===== src/rtl/uart_pkg.sv =====
// Shared constants, dump FSM states and byte helper for the
// register-file UART dumper.
package uart_pkg;

  localparam int FRAME_BITS = 10;
  localparam int STOP_BIT   = FRAME_BITS - 1;

  function automatic int clks_per_bit(input int clk_hz, input int baud);
    return clk_hz / baud;
  endfunction

  localparam int CLKS_PER_BIT = clks_per_bit(12_000_000, 115_200);

  typedef enum logic [2:0] {
    S_IDLE,
    S_FETCH,
    S_LOAD,
    S_SEND,
    S_NEXT_BYTE,
    S_NEXT_REG,
    S_FINISH
  } dump_state_t;

  // Big-endian byte pick: idx 0 is word[31:24].
  function automatic logic [7:0] word_byte(input logic [31:0] w,
                                           input logic [1:0]  idx);
    logic [7:0] b;
    case (idx)
      2'd0:    b = w[31:24];
      2'd1:    b = w[23:16];
      2'd2:    b = w[15:8];
      default: b = w[7:0];
    endcase
    return b;
  endfunction

endpackage


===== src/rtl/uart_tx_byte.sv =====
// 8N1 byte serialiser. Registered tx, LSB first, each bit CPB
// cycles. Needs CPB >= 2.
module uart_tx_byte
  import uart_pkg::*;
#(
  parameter int CPB = CLKS_PER_BIT
) (
  input  logic       clk,
  input  logic       reset,
  input  logic [7:0] data,
  input  logic       valid,
  output logic       tx,
  output logic       ready,
  output logic       byte_done
);

  localparam int CW = (CPB > 1) ? $clog2(CPB) : 1;
  localparam logic [CW-1:0] CNT_LAST = CW'(CPB - 1);
  localparam logic [CW-1:0] CNT_WARN = CW'(CPB - 2);
  localparam logic [3:0]    BIT_STOP = 4'(STOP_BIT);

  logic          r_active;
  logic [3:0]    r_bit;
  logic [CW-1:0] r_cnt;
  logic [7:0]    r_data;
  logic          r_tx;
  logic          w_last;
  logic          w_take;

  assign w_last = r_active && (r_bit == BIT_STOP)
                  && (r_cnt == CNT_LAST);
  // Ready in the last stop cycle too, so frames can abut.
  assign ready  = !r_active || w_last;
  assign w_take = valid && ready;
  // Early warning: one cycle before the stop bit ends.
  assign byte_done = r_active && (r_bit == BIT_STOP)
                     && (r_cnt == CNT_WARN);
  assign tx = r_tx;

  always_ff @(posedge clk or posedge reset) begin
    if (reset) begin
      r_active <= 1'b0;
      r_bit    <= '0;
      r_cnt    <= '0;
      r_data   <= '0;
      r_tx     <= 1'b1;
    end else if (w_take) begin
      r_active <= 1'b1;
      r_bit    <= '0;
      r_cnt    <= '0;
      r_data   <= data;
      r_tx     <= 1'b0;
    end else if (r_active) begin
      if (r_cnt == CNT_LAST) begin
        r_cnt <= '0;
        if (r_bit == BIT_STOP) begin
          r_active <= 1'b0;
          r_tx     <= 1'b1;
        end else begin
          r_bit <= r_bit + 4'd1;
          r_tx  <= (r_bit == 4'd8) ? 1'b1 : r_data[r_bit[2:0]];
        end
      end else begin
        r_cnt <= r_cnt + 1'b1;
      end
    end
  end

endmodule


===== src/rtl/reg_dump_uart.sv =====
// Streams x0..x(NUM_REGS-1) from a register-file read port
// over UART 8N1, big-endian per word.
module reg_dump_uart
  import uart_pkg::*;
#(
  parameter int CLK_HZ   = 12_000_000,
  parameter int BAUD     = 115_200,
  parameter int NUM_REGS = 32
) (
  input  logic        clk,
  input  logic        reset,
  input  logic        start,
  output logic [4:0]  rf_addr,
  input  logic [31:0] rf_data,
  output logic        tx,
  output logic        busy,
  output logic        done
);

  localparam int         CPB      = clks_per_bit(CLK_HZ, BAUD);
  localparam logic [4:0] LAST_REG = 5'(NUM_REGS - 1);

  dump_state_t r_state;
  dump_state_t w_next;
  logic [4:0]  r_addr;
  logic [31:0] r_word;
  logic [1:0]  r_idx;
  logic        w_valid;
  logic [7:0]  w_byte;
  logic        w_ready;
  logic        w_byte_done;

  uart_tx_byte #(.CPB(CPB)) u_tx (
    .clk       (clk),
    .reset     (reset),
    .data      (w_byte),
    .valid     (w_valid & w_ready),
    .tx        (tx),
    .ready     (w_ready),
    .byte_done (w_byte_done)
  );

  always_ff @(posedge clk or posedge reset) begin
    if (reset) r_state <= S_IDLE;
    else       r_state <= w_next;
  end

  // NEXT_BYTE / NEXT_REG land on the final stop cycle,
  // so bytes abut and registers are split by FETCH+LOAD.
  always_comb begin
    w_next  = r_state;
    w_valid = 1'b0;
    w_byte  = 8'h00;
    unique case (r_state)
      S_IDLE:  if (start) w_next = S_FETCH;
      S_FETCH: w_next = S_LOAD;
      S_LOAD: begin
        w_valid = 1'b1;
        w_byte  = rf_data[31:24];
        w_next  = S_SEND;
      end
      S_SEND: begin
        if (w_byte_done)
          w_next = (r_idx == 2'd3) ? S_NEXT_REG : S_NEXT_BYTE;
      end
      S_NEXT_BYTE: begin
        w_valid = 1'b1;
        w_byte  = word_byte(r_word, r_idx + 2'd1);
        w_next  = S_SEND;
      end
      S_NEXT_REG:
        w_next = (r_addr == LAST_REG) ? S_FINISH : S_FETCH;
      S_FINISH: w_next = S_IDLE;
      default:  w_next = S_IDLE;
    endcase
  end

  always_ff @(posedge clk or posedge reset) begin
    if (reset) begin
      r_addr <= '0;
      r_word <= '0;
      r_idx  <= '0;
    end else begin
      unique case (r_state)
        S_IDLE: if (start) r_addr <= '0;
        S_LOAD: begin
          r_word <= rf_data;
          r_idx  <= '0;
        end
        S_NEXT_BYTE: r_idx <= r_idx + 2'd1;
        S_NEXT_REG:
          r_addr <= (r_addr == LAST_REG) ? 5'd0 : r_addr + 5'd1;
        default: ;
      endcase
    end
  end

  assign rf_addr = r_addr;
  assign busy    = (r_state != S_IDLE) && (r_state != S_FINISH);
  assign done    = (r_state == S_FINISH);

endmodule


===== config.mk =====
export PLATFORM = sky130hd
export DESIGN_NAME = reg_dump_uart
export DESIGN_NICKNAME = d
export VERILOG_FILES = /design/src/rtl/uart_pkg.sv /design/src/rtl/uart_tx_byte.sv /design/src/rtl/reg_dump_uart.sv
export SDC_FILE = /design/constraint.sdc
export NUM_CORES = 1
export LEC_CHECK = 0
export ABC_CLOCK_PERIOD_IN_PS = 2930
export CAP_MARGIN = 5
export CORE_MARGIN = 4
export CORE_UTILIZATION = 29
export CTS_CLUSTER_DIAMETER = 30
export DETAILED_ROUTE_END_ITERATION = 8
export GPL_ROUTABILITY_DRIVEN = 0
export PLACE_DENSITY = 0.6
export SYNTH_ARGS = -nofsm -noshare
export SYNTH_HDL_FRONTEND = slang
export SYNTH_SLANG_ARGS = --single-unit

===== constraint.sdc =====
create_clock -name clk -period 2.93 [get_ports clk]
set_input_delay 0.586 -clock clk [delete_from_list [all_inputs] [get_ports clk]]
set_output_delay 0.586 -clock clk [all_outputs]
set_load 0.01 [all_outputs]

### Word level (Yosys, flattened, before mapping)

Cells that the tools add are included.

* logic and storage cells: 82
* output and inout port bits: 8
* input port bits: 35
* flip-flop bits (word level): 63

* order comparisons: 1
* multiplexer cells: 30
* bitwise logic cells: 1
* equal/unequal tests: 18
* reduce and logical (&&, ||, !) cells: 19
* add/subtract/negate cells: 4

Operator list (count)
* $pmux W8 S3: 1
* $mux W7: 3
* $mux W4: 4
* $pmux W8 S2: 1
* $pmux W3 S5: 1
* $eq A7 B7 Y1 const B: 2
* $mux W1: 12
* $mux W5: 2
* $pmux W5 S2: 1
* $eq A3 B3 Y1 const B: 3
* $mux W3: 3
* $eq A4 B4 Y1 const B: 2
* $reduce_bool A2 Y1: 4
* $add A7 B1 Y7 const B: 1
* $eq A3 B2 Y1 const B: 2
* $reduce_and A2 Y1: 3
* $add A5 B1 Y5 const B: 1
* $eq A5 B5 Y1 const B: 1
* $logic_and A1 B1 Y1: 5
* $add A4 B1 Y4 const B: 1
* $eq A2 B2 Y1 const B: 2
* $lt A3 B4 Y1 const B: 1
* $ne A2 B1 Y1 const B: 2
* $pmux W2 S2: 1
* other kinds (14): 14

### Depth between registers and ports, before layout

Gate-level depths: netlist (run 1).

* depth in word-level cells: 8
* depth in mapped cells: 7
* gate-level depth less buffers: 6

### Hierarchy

A second synthesis (run 1) with hierarchy kept.

* cell total of the unflattened synthesis: 345
* area total of the unflattened synthesis: 3288.2 sq um

By module, submodules not included
* reg_dump_uart: seq. area each 1051.0 sq um, times used 1, area an instance 2149.6 sq um, cells each 243
* uart_tx_byte: seq. area each 526.8 sq um, times used 1, area an instance 1138.6 sq um, cells each 102

### Worst setup path before layout (run 1)

No wires, ideal clock.

* path kind: register to register
* start point: register u_tx.r_bit[1]
* end point: register u_tx.r_data[0]
* period minus slack after synthesis: 1880 ps
* stages on the path, launching flop included: 8
* setup time: 128 ps
* required time: 2802 ps
* slack: 1050 ps
* data arrival time: 1753 ps
* buffers on the path: 1
* cells stage by stage: dfrtp_1 > inv_1 > ha_1 > nand3b_1 > o41ai_2 > and2_1 > buf_4 > mux2_1

* cells in the longest elaborated chain, start to end: 6

RTL lines
* start, declared: line uart_tx_byte.sv:23 `logic [3:0] r_bit;`
* start signal, assigned: line uart_tx_byte.sv:60 `r_bit <= r_bit + 4'd1;`
* $eq A4 B4 Y1 *: line uart_tx_byte.sv:30 `assign w_last = r_active && (r_bit == BIT_STOP)`
* $logic_and A1 B1 Y1 *: line uart_tx_byte.sv:30
* $logic_and A1 B1 Y1 *: line uart_tx_byte.sv:31 `&& (r_cnt == CNT_LAST);`
* $logic_or A1 B1 Y1 *: line uart_tx_byte.sv:33 `assign ready = !r_active || w_last;`
* $and A1 B1 Y1: line reg_dump_uart.sv:37 `.valid (w_valid & w_ready),`
* $logic_and A1 B1 Y1 *: line uart_tx_byte.sv:34 `assign w_take = valid && ready;`
* end signal, assigned: line uart_tx_byte.sv:51 `r_data <= data;`
* end, declared: line uart_tx_byte.sv:25 `logic [7:0] r_data;`

Every way passes the cells marked *; elsewhere a longest branch is shown, timed or not.
A chain may end at the register's enable or synchronous reset.

### Worst setup path in the final report (run 1)

* start point: register r_state[1]
* end point: output busy

* cells in the longest elaborated chain, start to end: 2
* elaborated cells between the ends (all ways): 3
* those cells by class: eq/ne: 1; reduce/logical: 2

RTL lines
* start, declared: line reg_dump_uart.sv:23 `dump_state_t r_state;`
* start signal, assigned: line reg_dump_uart.sv:45 `else r_state <= w_next;`
* $ne A3 B3 Y1 or $reduce_bool A3 Y1 (tied branches): line reg_dump_uart.sv:99 `assign busy = (r_state != S_IDLE) && (r_state != S_FINISH);`
* $logic_and A1 B1 Y1 *: line reg_dump_uart.sv:99
* end, declared: line reg_dump_uart.sv:16 `output logic busy,`

Marks and branches as above.

==> reports/metrics.yaml, run 1 <==
outcome:
  status: "finished, final reports clean"
detailed_routing:
  route.detailed.drc: 0
  ant_nets: 0
  drtIter0Drc: 135
  drt_first_pass_iters: 4
  vias_per_cell: 4.92
  wl_per_cell_um: 15.0
  vias: 2262
  wl_um: 6880
cts:
  post_cts.repair.setup_buffers: 0
  cts_tree: "done"
  htree_levels: 3
  cts_resized: 0
  ctsHoldBuffers: 0
  clock_latency_ps: 350
  cts-root-buf: "clkbuf_8"
  cts.clk_slew.worst_paths_ps: 70
  clock-sinks: 63
  cts_buffer_depth: 2
  cts_buffers: 9
global_route:
  grt_pass1_vias: 2405
  grtUsageTotal: 0.116
  overflow: 0
  grt_first_pass_wirelength_um: 11800
  grt_max_degree: 41
  antenna_found_initial: 0
logic_synthesis:
  synthTopCellsByArea: "dfrtp_1, mux2_2, ha_1"
  ys_warn_count: 0
  synth.most_common_cell: "dfrtp_1"
  synthArstFlopShare: 1.00
  syn_area_per_cell_sq_um: 11.5
  synth_nets: 322
  ys_ff_latch: 63
  seq_area_frac_synth: 0.495
  synth_top_area_frac: 0.487
  synth_flop_cell: "dfrtp_1"
  yosysUniqueCellTypes: 49
  synth_edf_count: 0
  synth_common_cells: "dfrtp_1, mux2_2, nand2_1"
  synthCells: 276
  netlist_area_sq_um: 3190
  yosys.area.top_type: "dfrtp_1"
placement:
  dpl_worst_slack_ps: 629
  dpl_cell_area_sq_um: 3740
  dp_hpwl_um: 4960
  io_buffer_count: 42
  dp_cells: 444
sta:
  worstMarginPinSlew_ps: 830
  rsz0062_at_grt: "no"
  hold_viol: 0
  period_share: 0.848
  slew_violations: 0
  finalClockSkew_ps: 5.48
  relSlewSlack: 0.447
  timing.final.crit_period_ps: 2480
  whs_ps: 488
  setup_tns_ps: 0
  clock.fmax_mhz: 402
  setup_viol: 0
  setup_ws_ps: 445
power_and_ir_drop:
  p_per_area_nw_per_um2: 964
  vdd_drop_max_uv: 407
  p_leak_uw: 0.00165
die:
  die_h_um: 113
  die_area_sq_um: 12700
  rows: 38
  core_area_sq_um: 10800
  initial_core_util: 0.295
  io_pins: 43
  die_w_um: 113
finish:
  drive_above_1_share: 0.194
  antenna_cells: 0
  design_area_sq_um: 3960
  fin_cells: 460
  nNetsFinal: 361
  area_growth_pct: 24.4
worst_setup_path:
  start_kind: "flip-flop"
  r2r_setup_slack_ps: 630
  path_cells: "xor2_1 > nand2b_1 > clkdlybuf4s50_1"
  cpPeakStageDelay_ps: 550
  cp-end-kind: "output port"
  slowest_stage: "dfrtp_1"
  worstPathRequired_ps: 2340
  critical_path.max_fanout: 12
  critical_path_class: "flip-flop to output port"
  arrival_ps: 1900
worst_hold_path:
  min_path_type: "flip-flop to flip-flop"
flow_run:
  drv_cap: 0
routing by layer:
| metal | global-route usage | share of wire |
|---|---|---|
| met1 | 0.151 | 0.49 |
| met4 | 0.0521 | 0.011 |
| met2 | 0.176 | 0.45 |
| met3 | 0.0369 | 0.054 |
| met5 | 0 | 0 |
area by class of cell:
cell class	count	area [sq um]
Timing Repair Buffer	44	448
Clock inverter	7	104
Inverter	10	37.5
Sequential cell	63	1580
Tap cell	140	175
Clock buffer	9	124
Fill cell	1057	6830
Multi-Input combinational cell	187	1500
layout by cell type (no fill, tap or decap), types with 2 or more instances in the layout:
master / Yosys / layout
a21o_1: 2 / 2
a21oi_1: 16 / 16
a222oi_1: 8 / 8
a22o_1: 10 / 10
and2_1: 4 / 4
and3_1: 3 / 3
bufinv_16: 0 / 2
clkbuf_8: 0 / 9
clkdlybuf4s50_1: 0 / 42
clkinv_4: 0 / 2
dfrtp_1: 62 / 62
ha_1: 11 / 11
inv_1: 8 / 7
inv_2: 2 / 3
inv_6: 0 / 3
mux2_1: 8 / 8
mux2_2: 35 / 35
mux4_2: 2 / 2
nand2_1: 24 / 24
nand2b_1: 2 / 2
nand3_1: 3 / 3
nand3b_1: 2 / 2
nor2_1: 7 / 7
nor2b_1: 3 / 3
nor3_1: 2 / 2
nor3b_1: 2 / 2
o21ai_0: 13 / 13
o22ai_1: 2 / 2
o31ai_1: 4 / 4
or3_1: 2 / 2
or4_1: 4 / 4
state kept, by name, indices dropped and copies added (netlist names):
signal	cells
u_tx.r_active	1
u_tx.r_data	8
u_tx.r_cnt	7
rf_addr	5
r_state	3
r_idx	2
u_tx.tx	1
r_word	32
u_tx.r_bit	4
stage by stage:
| step | utilization | total power, uW |
|---|---|---|
| 5_1_grt | 0.367 | 4120 |
| 2_1_floorplan | - | 2590 |
| 4_1_cts | 0.367 | 3860 |
| 6_report | 0.367 | 3820 |
| 3_5_place_dp | 0.346 | 2990 |
| 3_3_place_gp | 0.346 | 2950 |
final timing paths:
kind | startpoint | endpoint | cells past startpoint
max | r_state[1] | busy | 3
min | u_tx.r_data[7] | u_tx.r_data[7] | 1
max reg2reg | u_tx.r_bit[1] | u_tx.r_data[3] | 6
min reg2reg | u_tx.r_data[7] | u_tx.r_data[7] | 1
max in group asynchronous | reset | u_tx.tx | 3
min in group asynchronous | reset | r_word[12] | 2
cell families after synthesis:
group | share of synthesized area
compound gates | 0.144
simple gates | 0.104
fa+ha+maj | 0.0432
buf+inv | 0.0349
flops | 0.495
mux | 0.174
xor+xnor | 0.00550
critical path, delay by kind of cell (launching register included):
kind | cells | cell delay [ps]
and+or+nand+nor | 1 | 160
buffers and inverters | 1 | 530
xor gates and xnor gates | 1 | 310
DFF | 1 | 550
power by group:
part | switching (uW) | internal, uW | total [uW]
clock network | 374 | 490 | 865
registers | 322 | 1270 | 1590
logic | 597 | 770 | 1370
total | 1290 | 2530 | 3820
No activity file was read; power rests on OpenSTA's default activity.
==> inputs of run 2 (changes only) <==
--- a/config.mk
+++ b/config.mk
@@ -5,7 +5,7 @@
 export SDC_FILE = /design/constraint.sdc
 export NUM_CORES = 1
 export LEC_CHECK = 0
-export ABC_CLOCK_PERIOD_IN_PS = 2930
+export ABC_CLOCK_PERIOD_IN_PS = 2400
 export CAP_MARGIN = 5
 export CORE_MARGIN = 4
 export CORE_UTILIZATION = 29
==> constraint.sdc (replaced) <==
create_clock -name clk -period 2.4 [get_ports clk]
set_input_delay 0.48 -clock clk [delete_from_list [all_inputs] [get_ports clk]]
set_output_delay 0.48 -clock clk [all_outputs]
set_load 0.01 [all_outputs]
==> run 2 against run 1 <==
Effect of this change:
- cell area grew 0.76%
- largest cell class unchanged
- core utilization grew 0.28 points
- critical path type unchanged
- highest routed layer unchanged
- setup slack lost 320 ps
- power grew 23%
- worst hold slack lost 2.6 ps
- routed wire length grew 3.0%
==> reports/metrics.yaml, run 2 (synthesis gave the netlist of run 1 again) <==
sta:
  setup_tns_ps: 0  # unchanged
  worstMarginPinSlew_ps: 826  # -4.27 ps
  period_share: 0.948
  hold_viol: 0  # unchanged
  clock.fmax_mhz: 439
  timing.final.crit_period_ps: 2280
  finalClockSkew_ps: 8.31  # +2.84 ps
  slew_violations: 0  # unchanged
  setup_ws_ps: 124  # -322 ps
  rsz0062_at_grt: "no"
  relSlewSlack: 0.449  # +0.00285
  setup_viol: 0  # unchanged
worst_setup_path:
  cp-end-kind: "output port"
  arrival_ps: 1800  # -100 ps
  critical_path.max_fanout: 12  # unchanged
  start_kind: "flip-flop"
  worstPathRequired_ps: 1920  # -420 ps
  critical_path_class: "flip-flop to output port"
  reg2reg_depth: 6  # unchanged
placement:
  dp_hpwl_um: 5130  # +3.4%
  io_buffer_count: 42  # unchanged
  dpl_worst_slack_ps: 306  # -323 ps
  dp_cells: 446  # +0.45%
cts:
  cts_buffers: 9  # unchanged
  post_cts.repair.setup_buffers: 0  # unchanged
  cts-root-buf: "clkbuf_8"
  htree_levels: 3  # unchanged
  clock_latency_ps: 350  # about the same
  cts_buffer_depth: 2  # unchanged
  clock-sinks: 63  # unchanged
  cts.clk_slew.worst_paths_ps: 70  # about the same
  ctsHoldBuffers: 0  # unchanged
  cts_tree: "done"
global_route:
  antenna_found_initial: 0  # unchanged
  grt_first_pass_wirelength_um: 12200  # +3.2%
  grt_pass1_vias: 2431  # +1.1%
  grt_max_degree: 43  # +4.9%
  overflow: 0  # unchanged
  grtUsageTotal: 0.119  # +0.00262
finish:
  final_util: 0.370  # +0.00278
  multi_input_area_sq_um: 1500  # unchanged
  largest_reg_flops: 32  # unchanged
  final_cell_mix: "dfrtp_1, clkdlybuf4s50_1, mux2_2"
  final_common_cell: "dfrtp_1"
  area_growth_pct: 25.3
  fin_cells: 462  # +0.43%
  top_register: "r_word"
  top_regs: "r_word: 32 flops, u_tx.r_data: 8 flops, u_tx.r_cnt: 7 flops"
  drive_above_1_share: 0.205  # +0.0112
  antenna_cells: 0  # unchanged
  regArea_sq_um: 1580  # +0.16%
  nNetsFinal: 363  # +0.55%
  fillers: 1060  # +0.28%
power_and_ir_drop:
  switching_power_uw: 1600  # +23%
  p_leak_uw: 0.00166  # +0.74%
  swShare: 0.339  # +0.000546
  p_comb_frac: 0.361  # +0.003
  pwr-share-clk: 0.225  # about the same
  intPower_uw: 3110  # +23%
  p_per_area_nw_per_um2: 1180  # +22%
  vdd_drop_max_uv: 485  # +19%
  p_seq_frac: 0.414  # -0.002
die:
  die_area_sq_um: 12700  # unchanged
  rows: 38  # unchanged
  die_h_um: 113  # unchanged
  core_area_sq_um: 10800  # unchanged
  die_w_um: 113  # unchanged
  initial_core_util: 0.295  # unchanged
  io_pins: 43  # unchanged
detailed_routing:
  wl_per_cell_um: 15.3  # +2.6%
  wl_um: 7090  # +3.0%
  drtIter0Drc: 109  # -19%
  drt_first_pass_iters: 4  # unchanged
  vias_per_cell: 5.04  # +2.5%
  route.detailed.drc: 0  # unchanged
  ant_nets: 0  # unchanged
  vias: 2328  # +2.9%
worst_hold_path:
  min_path_type: "primary input to async pin"
outcome:
  status: "finished, final reports clean"
flow_run:
  drv_cap: 0  # unchanged
-- run 2: cell types whose count changed in the layout (fill, tap and decap cells not counted) --
cell     delta
dfrtp_2     +2
dfrtp_1     -2
buf_12      +1
buf_4       +1
-- run 2: worst max-delay path, cell delays in order, from the launching register on --
cell and delay (ps):
dfrtp_2 480, xor2_1 270, nand2b_1 160, clkdlybuf4s50_1 550
-- run 2: layout make-up --
cell class | count | share of cell area
Inverter | 10 | 0.00940
Multi-Input combinational cell | 187 | 0.375
Clock buffer | 9 | 0.0310
Clock inverter | 7 | 0.0260
Timing Repair Buffer | 46 | 0.119
Tap cell | 140 | 0.0439
Sequential cell | 63 | 0.396
-- run 2: stage by stage --
stage,area (sq um),total power [uW],hold WS [ps]
after global routing,3990,5060,516
after floorplan,3190,3160,452
final,3990,4710,485
after global placement,3760,3620,475
after CTS,3990,4770,494
after detailed placement,3760,3690,482
-- run 2: what timing repair did --
action                                  in CTS  in global routing
endpoints found under the hold margin        0                  0
endpoints found under the setup margin       0                  1
gates resized for setup                      0                  2
-- run 2: final timing paths --
kind / from / endpoint / slack (ps)
setup / recovery: r_state[2] / busy / 120
hold / removal: reset / rf_addr[4] / 490
setup reg to reg: u_tx.r_bit[1] / u_tx.r_data[7] / 310
hold reg to reg: u_tx.r_data[1] / u_tx.r_data[1] / 500
max in group asynchronous: reset / r_word[5] / 1320
min in group clk: u_tx.r_data[1] / u_tx.r_data[1] / 500
-- run 2: routing by layer --
metal  up-vias  share of wire  GRT usage
li1       1106              -          -
met1      1168           0.46      0.150
met5         -              0          0
met4         0          0.013     0.0393
met3         6          0.048     0.0433
met2        48           0.48      0.188
-- run 2: power by group through the flow --
stage | registers [uW] | logic, uW | clock network [uW]
6_report | 1950 | 1700 | 1060
5_1_grt | 2030 | 1900 | 1130
4_1_cts | 1950 | 1730 | 1090
3_5_place_dp | 1970 | 1720 | 0
3_3_place_gp | 1940 | 1680 | 0
2_1_floorplan | 1810 | 1350 | 0
==> inputs of run 3 (changes only) <==
--- a/config.mk
+++ b/config.mk
@@ -8,11 +8,11 @@
 export ABC_CLOCK_PERIOD_IN_PS = 2400
 export CAP_MARGIN = 5
 export CORE_MARGIN = 4
-export CORE_UTILIZATION = 29
+export CORE_UTILIZATION = 48
 export CTS_CLUSTER_DIAMETER = 30
 export DETAILED_ROUTE_END_ITERATION = 8
 export GPL_ROUTABILITY_DRIVEN = 0
-export PLACE_DENSITY = 0.6
+export PLACE_DENSITY = 0.83
 export SYNTH_ARGS = -nofsm -noshare
 export SYNTH_HDL_FRONTEND = slang
 export SYNTH_SLANG_ARGS = --single-unit
==> run 3 against run 2 <==
Effect of this change:
- die area decreased by 37%
- clock power increased by 9%
- sequential share of layout area increased by 0.57 points
- combinational power about the same
- critical path type unchanged
- critical endpoint unchanged
- largest cell class unchanged
==> reports/metrics.yaml, run 3 (synthesis gave the netlist of run 1 again) <==
worst_hold_path:
  whs_path_depth: 1
  min_path_type: "flip-flop to flip-flop"
  min_to: "u_tx.r_data[2]"
  worstHoldStart: "u_tx.r_data[2]"
global_route:
  grt_max_degree: 64  # +49%
  grt_first_pass_wirelength_um: 10900  # -10%
  antenna_found_initial: 0  # unchanged
  overflow: 0  # unchanged
  grt_pass1_vias: 2324  # -4.4%
  grtUsageTotal: 0.177  # +0.0586
worst_setup_path:
  slowest_stage: "dfrtp_1"
  reg2reg_depth: 6  # unchanged
  timing.rr.start: "u_tx.r_bit[1]"
  cp-end-kind: "output port"
  path_cells: "xor2_1 > nand2b_1 > clkdlybuf4s50_1"
  r2r_end: "u_tx.r_data[4]"
  arrival_ps: 1810  # about the same
  cpPeakStageDelay_ps: 540  # about the same
  critical_path_class: "flip-flop to output port"
  critical_path.max_fanout: 12  # unchanged
  r2r_setup_slack_ps: 330  # +20 ps
  worstPathRequired_ps: 1920  # about the same
  start_kind: "flip-flop"
detailed_routing:
  drt_first_pass_iters: 5  # +1
  wl_per_cell_um: 16.2  # +5.4%
  ant_nets: 0  # unchanged
  drtIter0Drc: 132  # +21%
  vias: 2298  # -1.3%
  vias_per_cell: 5.77  # +15%
  wl_um: 6440  # -9.2%
  route.detailed.drc: 0  # unchanged
power_and_ir_drop:
  vdd_drop_max_uv: 877  # +81%
  p_per_area_nw_per_um2: 1220  # +3.6%
  p_leak_uw: 0.00167  # +0.55%
  total_power_uw: 4800  # +1.9%
sta:
  clock.fmax_mhz: 436  # -0.81%
  relSlewSlack: 0.432  # -0.0179
  hold_viol: 0  # unchanged
  finalClockSkew_ps: 9.39  # +1.08 ps
  setup_viol: 0  # unchanged
  slew_violations: 0  # unchanged
  period_share: 0.956  # +0.00777
  worstMarginPinSlew_ps: 853  # +26.8 ps
  timing.final.crit_period_ps: 2290  # +18.6 ps
  setup_tns_ps: 0  # unchanged
  rsz0062_at_grt: "no"
cts:
  clock-sinks: 63  # unchanged
  htree_levels: 3  # unchanged
  cts_buffers: 9  # unchanged
  cts.clk_slew.worst_paths_ps: 70  # about the same
  cts-root-buf: "clkbuf_8"
  post_cts.repair.setup_buffers: 0  # unchanged
  cts_buffer_depth: 2  # unchanged
  cts_resized: 0  # unchanged
  clock_latency_ps: 340  # about the same
  cts_tree: "done"
  ctsHoldBuffers: 0  # unchanged
finish:
  largest_reg_flops: 32  # unchanged
  drive_above_1_share: 0.196  # -0.00871
  top_register: "r_word"
  area_growth_pct: 23.4
  final_util: 0.616  # +0.246
  antenna_cells: 0  # unchanged
  fillers: 520  # -51%
  nNetsFinal: 362  # -0.28%
  top_regs: "r_word: 32 flops, u_tx.r_data: 8 flops, u_tx.r_cnt: 7 flops"
  final_common_cell: "dfrtp_1"
  design_area_sq_um: 3930  # -1.6%
  final_cell_mix: "dfrtp_1, clkdlybuf4s50_1, mux2_2"
placement:
  dp_hpwl_um: 4620  # -9.9%
  io_buffer_count: 42  # unchanged
  dpl_cell_area_sq_um: 3680  # -2.3%
die:
  core_area_sq_um: 6390  # -41%
  die_area_sq_um: 8010  # -37%
  die_w_um: 89.5  # -21%
  io_pins: 43  # unchanged
  initial_core_util: 0.499  # +0.204
  rows: 29  # -24%
  die_h_um: 89.5  # -21%
flow_run:
  drv_cap: 0  # unchanged
outcome:
  status: "finished, final reports clean"
==> run 3: cell count changes in the layout (fill, tap and decap cells not counted) <==
cell	previous run	this run
inv_6	3	1
buf_4	2	1
dfrtp_2	2	0
clkbuf_8	9	10
bufinv_16	2	3
dfrtp_1	60	62
==> run 3: worst max-delay path: cells and delay by family, from the launching register on <==
family | cells | cell delay [ps]
XOR/XNOR | 1 | 280
buffers and inverters | 1 | 530
flip-flops | 1 | 540
AND/OR/NAND/NOR | 1 | 140
==> run 3: final cells by class <==
cell class / instances / area [sq um] / share of cell area
clock buffers: 10 / 138 / 0.0350
flip-flops and latches: 63 / 1580 / 0.401
inverters: 10 / 37.5 / 0.00955
clock inverters: 6 / 116 / 0.0296
repair buffers: 45 / 468 / 0.119
well taps: 77 / 96.3 / 0.0245
multi-input cells: 187 / 1500 / 0.381
==> run 3: stage by stage <==
step	setup WS (ps)	hold WS [ps]	cells
final	105	492	398
after global routing	5.22	513	398
after CTS	94.4	491	398
after detailed placement	323	475	382
after global placement	437	474	382
after floorplan	352	452	276
==> run 3: how the worst max path moves through the flow <==
stage / from / end / slack, ps / cells after the start
finish: r_state[1] / busy / 110 / 3
global route: r_state[2] / busy / 5 / 3
CTS: r_state[1] / busy / 90 / 3
detailed placement: u_tx.r_bit[1] / u_tx.r_data[4] / 320 / 6
global placement: u_tx.r_bit[1] / u_tx.r_data[7] / 440 / 6
floorplan: reset / r_idx[0] / 350 / 1
==> run 3: power by group <==
group | internal, uW | leakage [uW] | switching, uW
clock | 725 | 0.000127 | 431
combinational | 962 | 0.000776 | 724
sequential | 1550 | 0.000765 | 411
total | 3240 | 0.00167 | 1570
==> run 3: routing by layer <==
| metal | global-route usage | vias up | wire, um |
|---|---|---|---|
| li1 | - | 1108 | - |
| met1 | 0.231 | 1118 | 2840 |
| met2 | 0.285 | 60 | 3170 |
| met3 | 0.0369 | 12 | 309 |
| met4 | 0.0785 | 0 | 116 |
| met5 | 0 | - | 0 |
